[src/rtl/dma_controller_pkg.sv]
// dma_controller_pkg: state encoding and burst geometry shared by the DMA engine and the CPU arbitration logic
package dma_controller_pkg;
  localparam int BURST_WORDS = 12;
  localparam int BLOCK_WORDS = 4;
  localparam logic [3:0] DMA_LAST_INDEX = 4'(BURST_WORDS - 1);
  typedef logic [2:0] state_t;
  localparam state_t S_IDLE    = 3'd0;
  localparam state_t S_REQ     = 3'd1;
  localparam state_t S_XFER    = 3'd2;
  localparam state_t S_RELEASE = 3'd3;
  localparam state_t S_DONE    = 3'd4;
  localparam state_t S_YIELD   = 3'd5;
  function automatic logic block_end(input logic [3:0] idx, input int block);
    return (int'(idx) % block) == block - 1;
  endfunction
endpackage

[src/rtl/dma_word_buffer.sv]
// dma_word_buffer: single-entry valid/data holding register between device capture and memory write
module dma_word_buffer #(
  parameter int W = 16
) (
  input  logic         clk,
  input  logic         reset,
  input  logic         i_load,
  input  logic         i_clear,
  input  logic [W-1:0] i_data,
  output logic         o_valid,
  output logic [W-1:0] o_data
);
  logic         r_valid;
  logic [W-1:0] r_data;
  // load wins over clear; the controller never asserts both in one cycle
  always_ff @(posedge clk or posedge reset)
    if (reset) begin
      r_valid <= 1'b0;
      r_data  <= '0;
    end else if (i_load) begin
      r_valid <= 1'b1;
      r_data  <= i_data;
    end else if (i_clear) r_valid <= 1'b0;
  assign o_valid = r_valid;
  assign o_data  = r_data;
endmodule

[src/rtl/dma_controller.sv]
// dma_controller: BR/BG bus-mastering DMA moving a fixed burst from a device port into data memory; DMA_CYCLE_STEAL_EN releases the bus between blocks
module dma_controller
  import dma_controller_pkg::*;
#(
  parameter int WORD_SIZE   = 16,
  parameter int BURST_WORDS = dma_controller_pkg::BURST_WORDS,
  parameter int BLOCK_WORDS = dma_controller_pkg::BLOCK_WORDS
) (
  input  logic                 clk,
  input  logic                 reset,
  input  logic                 cmd_valid,
  output logic                 cmd_ready,
  input  logic [WORD_SIZE-1:0] cmd_addr,
  output logic                 BR,
  input  logic                 BG,
  input  logic                 dev_valid,
  input  logic [WORD_SIZE-1:0] dev_data,
  output logic                 dev_ready,
  output logic                 mem_write,
  output logic [WORD_SIZE-1:0] mem_addr,
  output logic [WORD_SIZE-1:0] mem_data,
  input  logic                 mem_ack,
  output logic [3:0]           dma_state,
  output logic                 dma_done
);
`ifdef DMA_CYCLE_STEAL_EN
  localparam logic STEAL = 1'b1;
`else
  localparam logic STEAL = 1'b0;
`endif
  localparam logic [3:0] LAST = 4'(BURST_WORDS - 1);
  state_t               r_state;
  logic [WORD_SIZE-1:0] r_base;
  logic [3:0]           r_idx;
  logic                 w_xfer, w_write, w_ack, w_load, w_block_end, w_buf_valid;
  logic [WORD_SIZE-1:0] w_buf_data;
  assign w_xfer      = r_state == S_XFER;
  assign w_write     = w_xfer && w_buf_valid && BG;
  assign w_ack       = w_write && mem_ack;
  assign w_load      = dev_valid && dev_ready;
  assign w_block_end = STEAL && block_end(r_idx, BLOCK_WORDS);
  dma_word_buffer #(.W(WORD_SIZE)) u_buf (
    .clk    (clk),
    .reset  (reset),
    .i_load (w_load),
    .i_clear(w_ack),
    .i_data (dev_data),
    .o_valid(w_buf_valid),
    .o_data (w_buf_data)
  );
  // command/arbitration sequencer; the index holds the last value until DONE so the CPU sees 11 through release
  always_ff @(posedge clk or posedge reset)
    if (reset) begin
      r_state <= S_IDLE;
      r_base  <= '0;
      r_idx   <= '0;
    end else
      case (r_state)
        S_IDLE:
          if (cmd_valid) begin
            r_base  <= cmd_addr;
            r_idx   <= '0;
            r_state <= S_REQ;
          end
        S_REQ: if (BG) r_state <= S_XFER;
        S_XFER:
          if (w_ack) begin
            if (r_idx == LAST) r_state <= S_RELEASE;
            else begin
              r_idx <= r_idx + 4'd1;
              if (w_block_end) r_state <= S_YIELD;
            end
          end
        S_RELEASE: if (!BG) r_state <= S_DONE;
        S_YIELD:   if (!BG) r_state <= S_REQ;
        S_DONE: begin
          r_idx   <= '0;
          r_state <= S_IDLE;
        end
        default: r_state <= S_IDLE;
      endcase
  assign cmd_ready = r_state == S_IDLE;
  assign BR        = r_state == S_REQ || w_xfer;
  assign dev_ready = w_xfer && !w_buf_valid && BG;
  assign mem_write = w_write;
  assign mem_addr  = r_base + WORD_SIZE'(r_idx);
  assign mem_data  = w_buf_data;
  assign dma_state = r_idx;
  assign dma_done  = r_state == S_DONE;
endmodule

[config.mk]
export PLATFORM = sky130hd
export DESIGN_NAME = dma_controller
export DESIGN_NICKNAME = d
export VERILOG_FILES = /design/src/rtl/dma_controller_pkg.sv /design/src/rtl/dma_word_buffer.sv /design/src/rtl/dma_controller.sv
export SDC_FILE = /design/constraint.sdc
export NUM_CORES = 1
export LEC_CHECK = 0
export BUFFER_PORTS_ARGS = -buffer_cell sky130_fd_sc_hd__buf_2
export CORE_ASPECT_RATIO = 0.8
export CORE_MARGIN = 8
export CORE_UTILIZATION = 44
export CTS_CLUSTER_DIAMETER = 40
export DETAILED_ROUTE_END_ITERATION = 6
export PLACE_DENSITY = 0.79
export SLEW_MARGIN = 20
export SYNTH_ARGS = -nofsm -noshare
export SYNTH_HDL_FRONTEND = slang
export SYNTH_SLANG_ARGS = --single-unit
[constraint.sdc]
create_clock -name clk -period 1.9 [get_ports clk]
set_input_delay 0.38 -clock clk [delete_from_list [all_inputs] [get_ports clk]]
set_output_delay 0.38 -clock clk [all_outputs]
set_load 0.02 [all_outputs]
==> impl_metrics.toml, run 1 <==
[floorplanning]
coreArea_um2 = 4600
initial_core_util = 0.457
die_h_um = 77.8
dieArea_um2 = 7260
ios = 79
fp-row-count = 22
fp.dieW_um = 93.3

[drt]
drt_iter0_drc = 44
wl_per_cell_um = 15.3
drtAntennaViolNets = 0
via_per_inst = 5.06
vias = 1715
first_pass_iters = 4
wl_mm = 5.20
drc_errors = 0

[synthesis]
synth_commonest_cells = "40 x dfrtp_1, 16 x nand2_1, 14 x mux2_2"
async_reset_ff_frac = 1.00
avgSynthCellArea_um2 = 11.9
ys_seq_area_frac = 0.476
synthMuxAreaShare = 0.188
synth_area_um2 = 2100
synthXorXnorAreaFrac = 0.0542
yosysMostFrequentCell = "dfrtp_1"
synth.top_cell.area_share = 0.476
synth_top_family_by_area = "multiplexers"
ys_ff_latch = 40
ys_types = 40
synth.area.top_cells = "dfrtp_1 48%, mux2_2 7.5%, mux2_4 6.4%"
synth_compound_area_frac = 0.0613
synth_area_leader_cell = "dfrtp_1"
syn_inst = 176
synth_nets = 220
synth-simple-area-share = 0.152
synth_flop_cell = "dfrtp_1"
synth_fa_ha_area_frac = 0.0393
ys.warnings.count = 0
synth_enable_flop_cells = 0

[power]
peakVddDrop_mv = 0.824
power.internal_uw = 3060
switching_share = 0.397
p_comb_frac = 0.533
switching_power_uw = 2020
pwr-share-seq = 0.315
p_leak_uw = 0.00156
pwr-share-clk = 0.151
p_per_area_nw_per_um2 = 1630

[timing]
fin_skew_ns = 0.00948
setup_violations = 15
worst_slew_pin_slew_ns = 0.515
final.setup.worst_slack_ns = -0.410
slew_headroom = 0.657
layout_min_cycle_time_ns = 2.31
holdWs_ns = 0.193
fmax_mhz = 433
finalHoldViolCount = 0
rsz0062_at_grt = "yes"
finalCritPeriodShare = 1.22
slew_viol_final = 0

[clock_network]
htree_levels = 2
numCtsBuffers = 5
max-clock-path-buffers = 2
cts_num_sinks = 40
cts_root_buf = "clkbuf_8"
clkLatencyLatePin_ns = 0.29
path_clk_slew_ns = 0.08
cts_hold_buf = 0
cts_tree = "yes"

[global_route]
grt_max_degree = 41
first_global_vias = 1760
grt_first_pass_wirelength_mm = 8.28
grt-ovfl-total = 0
antenna_found_initial = 0
track_usage = 0.142

[final_layout]
fin_area_um2 = 3100
nets = 322
drive_gt1_frac = 0.606
area_growth_pct = 47.8
nFillCells = 352
num_antenna_cells = 0

[worst_setup_path]
ff2ff_setup_slack_ns = 0.12
crit_required_ns = 1.52
end_kind = "primary output"
reg2regPathDepth = 6
r2r-end = "dma_state[2]"
startpoint_type = "flop"
r2r_start = "dma_state[1]"
path_max_fanout = 6
crit_arrival_ns = 1.93
critPathKind = "reg -> out"

[placed_design]
place_area_um2 = 2820
port-buffer-count = 78
dp.final_hpwl_mm = 3.89
gp_congestion = 0.820

[flow_run]
maxCapViolCount = 0

[min_path]
hold_class = "in -> async"

[run_status]
failed_checks = "negative setup slack"
outcome = "finished with violations"
layout make-up:
type,count,area [um2],share of cell area
inverter,5,18.8,0.00605
multi-input combinational,125,1240,0.399
sequential,40,1010,0.324
tap,60,75.1,0.0242
timing repair buffer,101,638,0.206
clock buffer,7,96.3,0.0310
clock inverter,1,30.0,0.00967
stage by stage:
step,setup TNS (ns),power [uW],setup WS [ns],utilization,cells
detailed placement,-0.602,4090,-0.104,0.614,326
CTS,-4.39,5040,-0.397,0.656,334
finish,-4.36,5070,-0.410,0.675,339
global placement,-0.308,4010,-0.0950,0.614,326
global route,-5.76,5400,-0.511,0.675,339
floorplan,-0.962,3270,-0.214,-,176
per-layer routing:
metal	part of all wire	track usage
met1	0.45	0.182
met2	0.42	0.200
met3	0.11	0.0769
met4	0.013	0.0433
met5	0	0
worst max path at each step:
stage,startpoint,to,slack [ns],cells past startpoint
final,dma_state[0],mem_addr[8],-0.41,7
after global placement,r_base[0],mem_addr[10],-0.09,7
after floorplan,dma_state[3],mem_addr[15],-0.21,5
after global routing,r_base[2],mem_addr[15],-0.51,7
after CTS,dma_state[0],mem_addr[8],-0.40,7
after detailed placement,r_base[2],mem_addr[15],-0.10,7
cell usage in the layout, fill, tap and decap left out, types with 4 or more instances in the layout:
| cell type | n |
|---|---|
| inv_1 | 5 |
| o21ai_0 | 4 |
| nand3_1 | 5 |
| buf_4 | 32 |
| buf_2 | 62 |
| nor2_1 | 4 |
| mux2_2 | 14 |
| dfrtp_1 | 36 |
| ha_4 | 4 |
| mux2_1 | 9 |
| mux2_4 | 9 |
| buf_6 | 6 |
| nand2_1 | 13 |
| xnor2_2 | 8 |
| clkbuf_8 | 7 |
| dfrtp_2 | 4 |
worst max-delay path: stages (launching register included):
cell and delay, ns:
dfrtp_2 0.43, ha_4 0.17, fa_2 0.35, nand2_2 0.10, a21oi_4 0.09, and4_4 0.19
xor2_2 0.17, buf_6 0.13
power groups by stage:
| stage | clock [uW] | combinational (uW) | sequential (uW) |
|---|---|---|---|
| after floorplan | 0 | 1460 | 1800 |
| after global placement | 0 | 2440 | 1570 |
| after detailed placement | 0 | 2490 | 1590 |
| after CTS | 781 | 2670 | 1590 |
| after global routing | 815 | 2930 | 1650 |
| final | 766 | 2710 | 1600 |
repair_timing:
item | in CTS | in global routing
resized for setup | 24 | 12
hold endpoints to repair | 0 | 0
setup buffers | 0 | 6
pin swaps | 5 | 10
endpoints found under the setup margin | 16 | 17
registers in the layout (all words and copies together) (netlist names):
name and flops:
dma_state 4, r_base 16, r_state 3, u_buf.o_data 16, u_buf.o_valid 1
cell families (layout without fill, tap and decap cells):
logic type / count (synthesis) / after routing
adder cells (fa/ha/maj): 6 / 6
multiplexers: 32 / 32
AND/OR/NAND/NOR: 54 / 54
AO/OA/AOI/OAI: 20 / 20
XOR/XNOR: 13 / 13
flip-flops: 40 / 40
buffers and inverters: 11 / 114
Note: power is estimated with default switching activity, not from simulation.
==> run 2: changes to the inputs <==
- CORE_UTILIZATION: 44 -> 46
- CTS_BUF_LIST: default -> sky130_fd_sc_hd__clkbuf_8
- PLACE_DENSITY: 0.79 -> 0.82
==> run 2 against run 1 <==
Compared with the run above: the flow still finishes with violations (negative setup slack); register-to-register slack lost 0.09 ns; power shrank 1.7%; sequential share of layout area shrank 0.22 points; combinational power grew 7%; global-route usage grew 1.0 points; routed wire length grew 6.4%; critical path depth is the same; non-clock buffer count grew 4; largest cell class unchanged; critical path type unchanged; sequential power is essentially flat; via count grew 1.7%; first-iteration DRC count grew 61%.
==> impl_metrics.toml, run 2 (synthesis results as in run 1) <==
[run_status]
outcome = "finished with violations"
failed_checks = "negative setup slack"

[worst_setup_path]
startpoint_type = "flop"
path_max_fanout = 6
cp_cell_sequence = "ha_4 > fa_2 > nand2_2 > a21oi_4 > and4_4 > xor2_2 > buf_6"
crit_slowest_cell = "dfrtp_2"
end_kind = "primary output"
crit_family = "adder cells"
crit_buf_inv = 1
slowest_delay_ns = 0.43
critPathKind = "reg -> out"
crit_arrival_ns = 1.92
crit_required_ns = 1.52

[placed_design]
gp_congestion = 0.809
place_inst = 326
port-buffer-count = 78
dp.final_hpwl_mm = 3.96

[drt]
drc_errors = 0
drtAntennaViolNets = 0
wl_per_cell_um = 16.2
wl_mm = 5.53
drt_iter0_drc = 71
vias = 1744
first_pass_iters = 4
via_per_inst = 5.11

[clock_network]
cts_root_buf = "clkbuf_8"
path_clk_slew_ns = 0.08
clkLatencyLatePin_ns = 0.28
max-clock-path-buffers = 2
cts_num_sinks = 40
htree_levels = 2
cts_tree = "yes"
numCtsBuffers = 5

[timing]
slew_viol_final = 0
finalCritPeriodShare = 1.21
finalHoldViolCount = 0
setup_tns_ns = -4.49
fmax_mhz = 435
rsz0062_at_grt = "yes"
fin_skew_ns = 0.00829
setup_violations = 15
final.setup.worst_slack_ns = -0.398
worst_slew_pin_slew_ns = 0.516
slew_headroom = 0.656
layout_min_cycle_time_ns = 2.30

[floorplanning]
initial_core_util = 0.468
dieArea_um2 = 7000
coreArea_um2 = 4490
fp-row-count = 22
die_h_um = 76.4
fp.dieW_um = 91.6
ios = 79

[power]
p_leak_uw = 0.00154
p_per_area_nw_per_um2 = 1590
peakVddDrop_mv = 0.834

[global_route]
grt_max_degree = 41
antenna_found_initial = 0
track_usage = 0.152
grt_first_pass_wirelength_mm = 8.69
grt-ovfl-total = 0
first_global_vias = 1849

[final_layout]
area_growth_pct = 49.0
final_cells = 341
nets = 326
final_common_cell = "buf_2"
final_cell_mix = "64 x buf_2, 35 x dfrtp_1, 32 x buf_4"
drive_gt1_frac = 0.616
num_antenna_cells = 0
final_core_util = 0.697

[flow_run]
maxCapViolCount = 0

[min_path]
hold_class = "in -> async"
[run 2: cell types whose count changed in the layout (fill, tap and decap cells not counted), moves of 2 or more]
cell / change
buf_2: +2
buf_6: +2
clkbuf_8: -2
xor2_1: -3
xor2_2: +3
[run 2: worst register-to-register path, cell delays in order, from the launching register on]
cell	delay (ns)
dfrtp_2	0.43
buf_4	0.14
buf_4	0.15
ha_4	0.17
and3b_2	0.24
o32ai_4	0.35
nand2_1	0.09
a21o_1	0.20
[run 2: worst paths after layout]
kind,startpoint,to,slack [ns],depth (start not counted)
worst min register to register,u_buf.o_data[10],u_buf.o_data[10],0.50,1
min in group clk,cmd_addr[9],r_base[9],0.32,2
worst min-delay path,reset,u_buf.o_data[4],0.21,3
worst max-delay path,dma_state[0],mem_addr[8],-0.40,7
worst max register to register,dma_state[0],dma_state[3],0.03,7
max in group asynchronous,reset,dma_state[1],1.31,3
[run 2: power breakdown]
part / leakage [uW] / internal [uW] / switching, uW
logic: 0.00101 / 1440 / 1470
registers: 0.000484 / 1250 / 324
clock network: 0.0000413 / 239 / 264
[run 2: timing repair]
action,in CTS,in global routing
resized for setup,30,12
setup endpoints to repair,16,18
setup buffers,4,5
hold buffers,0,0
pin swaps,7,11
[run 2: per-stage QoR]
| step | instance area, um2 | total power [uW] | worst slack [ns] | hold slack [ns] |
|---|---|---|---|---|
| global placement | 2820 | 4030 | -0.0940 | 0.483 |
| global route | 3130 | 5330 | -0.481 | 0.249 |
| floorplan | 2250 | 3270 | -0.214 | 0.512 |
| finish | 3130 | 4990 | -0.398 | 0.212 |
| CTS | 3030 | 4900 | -0.367 | 0.216 |
| detailed placement | 2820 | 4120 | -0.113 | 0.488 |
[run 2: layer usage]
| layer | vias up | global-route usage | part of all wire |
|---|---|---|---|
| met5 | - | 0 | 0 |
| met4 | 0 | 0.0506 | 0.0042 |
| met3 | 2 | 0.0719 | 0.085 |
| met1 | 845 | 0.183 | 0.43 |
| met2 | 66 | 0.234 | 0.48 |
| li1 | 831 | - | - |
[run 2: layout make-up]
class / count / area, um2
Multi-Input combinational cell: 125 / 1280
Clock inverter: 1 / 3.75
Tap cell: 60 / 75.1
Inverter: 5 / 18.8
Clock buffer: 5 / 68.8
Fill cell: 324 / 1360
Timing Repair Buffer: 105 / 671
Sequential cell: 40 / 1010
==> run 3: changes to the inputs <==
- SYNTH_HIERARCHICAL: default -> 1
==> run 3 against run 2 <==
Compared with the run above: the flow still finishes with violations (negative setup slack); synthesized cell count unchanged; power increased by 13%; clock skew shrank 0.0021 ns; final area is 1.1% higher; synthesized area decreased by 0.12%; critical path type unchanged; first-iteration DRC count decreased by 17%; sequential power barely moved; die area about the same; sequential share of layout area fell by 0.40 points; critical path depth did not move; worst hold slack worse by 0.043 ns; non-clock buffer count rose by 7.
==> impl_metrics.toml, run 3 <==
[run_status]
outcome = "finished with violations"
failed_checks = "negative setup slack"

[clock_network]
cts_tree = "yes"
clkLatencyLatePin_ns = 0.29
numCtsBuffers = 5
path_clk_slew_ns = 0.08
cts_root_buf = "clkbuf_8"
htree_levels = 2
max-clock-path-buffers = 2
cts_num_sinks = 40

[timing]
worst_slew_pin_slew_ns = 0.641
final.setup.worst_slack_ns = -0.484
slew_viol_final = 0
fin_skew_ns = 0.00620
finalHoldViolCount = 0
slew_headroom = 0.568
fmax_mhz = 419
setup_tns_ns = -5.21
setup_violations = 15
finalCritPeriodShare = 1.25
layout_min_cycle_time_ns = 2.38
rsz0062_at_grt = "yes"

[power]
p_per_area_nw_per_um2 = 1780
power.internal_uw = 3340
p_leak_uw = 0.00155
p_comb_frac = 0.595
pwr-share-seq = 0.283
switching_share = 0.407
peakVddDrop_mv = 0.975
pwr-share-clk = 0.122
switching_power_uw = 2290

[drt]
first_pass_iters = 4
wl_mm = 5.36
drtAntennaViolNets = 0
drt_iter0_drc = 59
vias = 1726
via_per_inst = 4.95
wl_per_cell_um = 15.4
drc_errors = 0

[synthesis]
synth_nets = 220
synth_enable_flop_cells = 0
async_reset_ff_frac = 1.00
yosysMostFrequentCell = "dfrtp_1"
ys_types = 41
synth.area.top_cells = "dfrtp_1 48%, mux2_2 11%, mux2_4 6.4%"
ys.warnings.count = 6
synth_area_leader_cell = "dfrtp_1"
avgSynthCellArea_um2 = 11.9
synth_area_um2 = 2100
ys_seq_area_frac = 0.477
synth_flop_cell = "dfrtp_1"
synth_commonest_cells = "40 x dfrtp_1, 21 x mux2_2, 12 x nand2_1"
syn_inst = 176
ys_ff_latch = 40
synth.top_cell.area_share = 0.477

[final_layout]
final_common_cell = "buf_2"
nFillCells = 321
drive_gt1_frac = 0.644
final_cell_mix = "63 x buf_2, 42 x buf_4, 36 x dfrtp_1"
area_growth_pct = 50.8
nets = 332
num_antenna_cells = 0

[worst_setup_path]
crit_slowest_cell = "fa_2"
critPathKind = "reg -> out"
crit_buf_inv = 2
slowest_delay_ns = 0.43
crit_family = "adder cells"
path_max_fanout = 6
startpoint_type = "flop"
end_kind = "primary output"
cp_cell_sequence = "buf_4 > fa_2 > a21oi_4 > o21ai_4 > nand4_1 > xnor2_2 > buf_4"
crit_cells = 7
crit_top_cell = "buf_4"
reg2regPathDepth = 7
crit_required_ns = 1.52
ff2ff_setup_slack_ns = 0.13
crit_arrival_ns = 2.00

[floorplanning]
die_h_um = 76.4
fp.dieW_um = 91.5
initial_core_util = 0.468
dieArea_um2 = 6990
fp-row-count = 22
ios = 79
coreArea_um2 = 4490

[placed_design]
dp.final_hpwl_mm = 4.08
gp_congestion = 0.821
port-buffer-count = 78
post-place-ws_ns = -0.195

[global_route]
track_usage = 0.147
grt_max_degree = 20
grt_first_pass_wirelength_mm = 8.55
antenna_found_initial = 0
grt-ovfl-total = 0
first_global_vias = 1812

[min_path]
hold_class = "in -> async"

[flow_run]
maxCapViolCount = 0
## run 3: cell count changes in the layout (fill, tap and decap cells not counted), sizes merged, moves of 2 or more
cell and delta:
nand2b -2, mux2 -2, buf +7, a21oi -3, nand3 +3, nand2 -5, xnor2 +3, inv +3
nor4 +2, xor2 -2, and4 -2
## run 3: cells by family (layout without fill, tap and decap cells)
kind of cell,after synthesis,after routing,share of synthesized area
AND/OR/NAND/NOR,53,53,0.140
adder cells (fa/ha/maj),6,6,0.0394
buffers and inverters,15,128,0.0525
multiplexers,31,31,0.182
XOR/XNOR,14,14,0.0584
flip-flops,40,40,0.477
AO/OA/AOI/OAI,17,17,0.0507
## run 3: power groups by stage
stage	Clock [uW]	Combinational, uW	Sequential, uW
finish	685	3350	1590
CTS	706	3140	1600
global placement	0	2900	1580
detailed placement	0	2980	1610
global route	738	3580	1650
floorplan	0	1760	1860
## run 3: routing by layer
metal  vias to the layer above  GRT usage  wire [um]
li1                        842          -          -
met1                       827      0.163       2210
met2                        53      0.256       2790
met3                         4     0.0551        349
met4                         0     0.0392         16
met5                         -          0          0
## run 3: final timing paths
check | startpoint | end
min reg2reg | u_buf/o_data[13] | u_buf/o_data[13]
max | dma_state[1] | mem_addr[8]
max reg2reg | dma_state[1] | dma_state[1]
min in group clk | cmd_addr[12] | r_base[12]
max in group asynchronous | reset | r_base[9]
min | reset | u_buf/o_data[9]
## run 3: area by class of cell
| type | instances | area, um2 | area share |
|---|---|---|---|
| timing repair buffer | 112 | 727 | 0.230 |
| clock buffer | 5 | 68.8 | 0.0217 |
| tap | 60 | 75.1 | 0.0237 |
| multi-input combinational | 121 | 1210 | 0.384 |
| sequential | 40 | 1010 | 0.318 |
| clock inverter | 3 | 42.5 | 0.0134 |
| inverter | 8 | 30.0 | 0.00949 |
## run 3: per-stage QoR
| step | std cells | hold WS (ns) | util | area [um2] | total power, uW |
|---|---|---|---|---|---|
| after global placement | 331 | 0.484 | 0.639 | 2870 | 4480 |
| after global routing | 349 | 0.227 | 0.705 | 3160 | 5970 |
| after detailed placement | 331 | 0.493 | 0.639 | 2870 | 4590 |
| after floorplan | 176 | 0.306 | - | 2270 | 3630 |
| final | 349 | 0.169 | 0.705 | 3160 | 5630 |
| after CTS | 339 | 0.179 | 0.676 | 3030 | 5450 |
## run 3: repair_timing
| item | CTS | global route |
|---|---|---|
| hold buffers | 0 | 0 |
| setup buffers | 0 | 10 |
| gates resized for setup | 15 | 16 |
| pin swaps | 7 | 10 |
| endpoints found under the setup margin | 15 | 16 |
## run 3: worst reg2reg max path: stages (launching register included)
cell	delay, ns
dfrtp_2	0.42
buf_4	0.13
buf_4	0.13
ha_1	0.20
nand3b_1	0.11
nand4b_1	0.22
and3_1	0.25
a31o_2	0.21
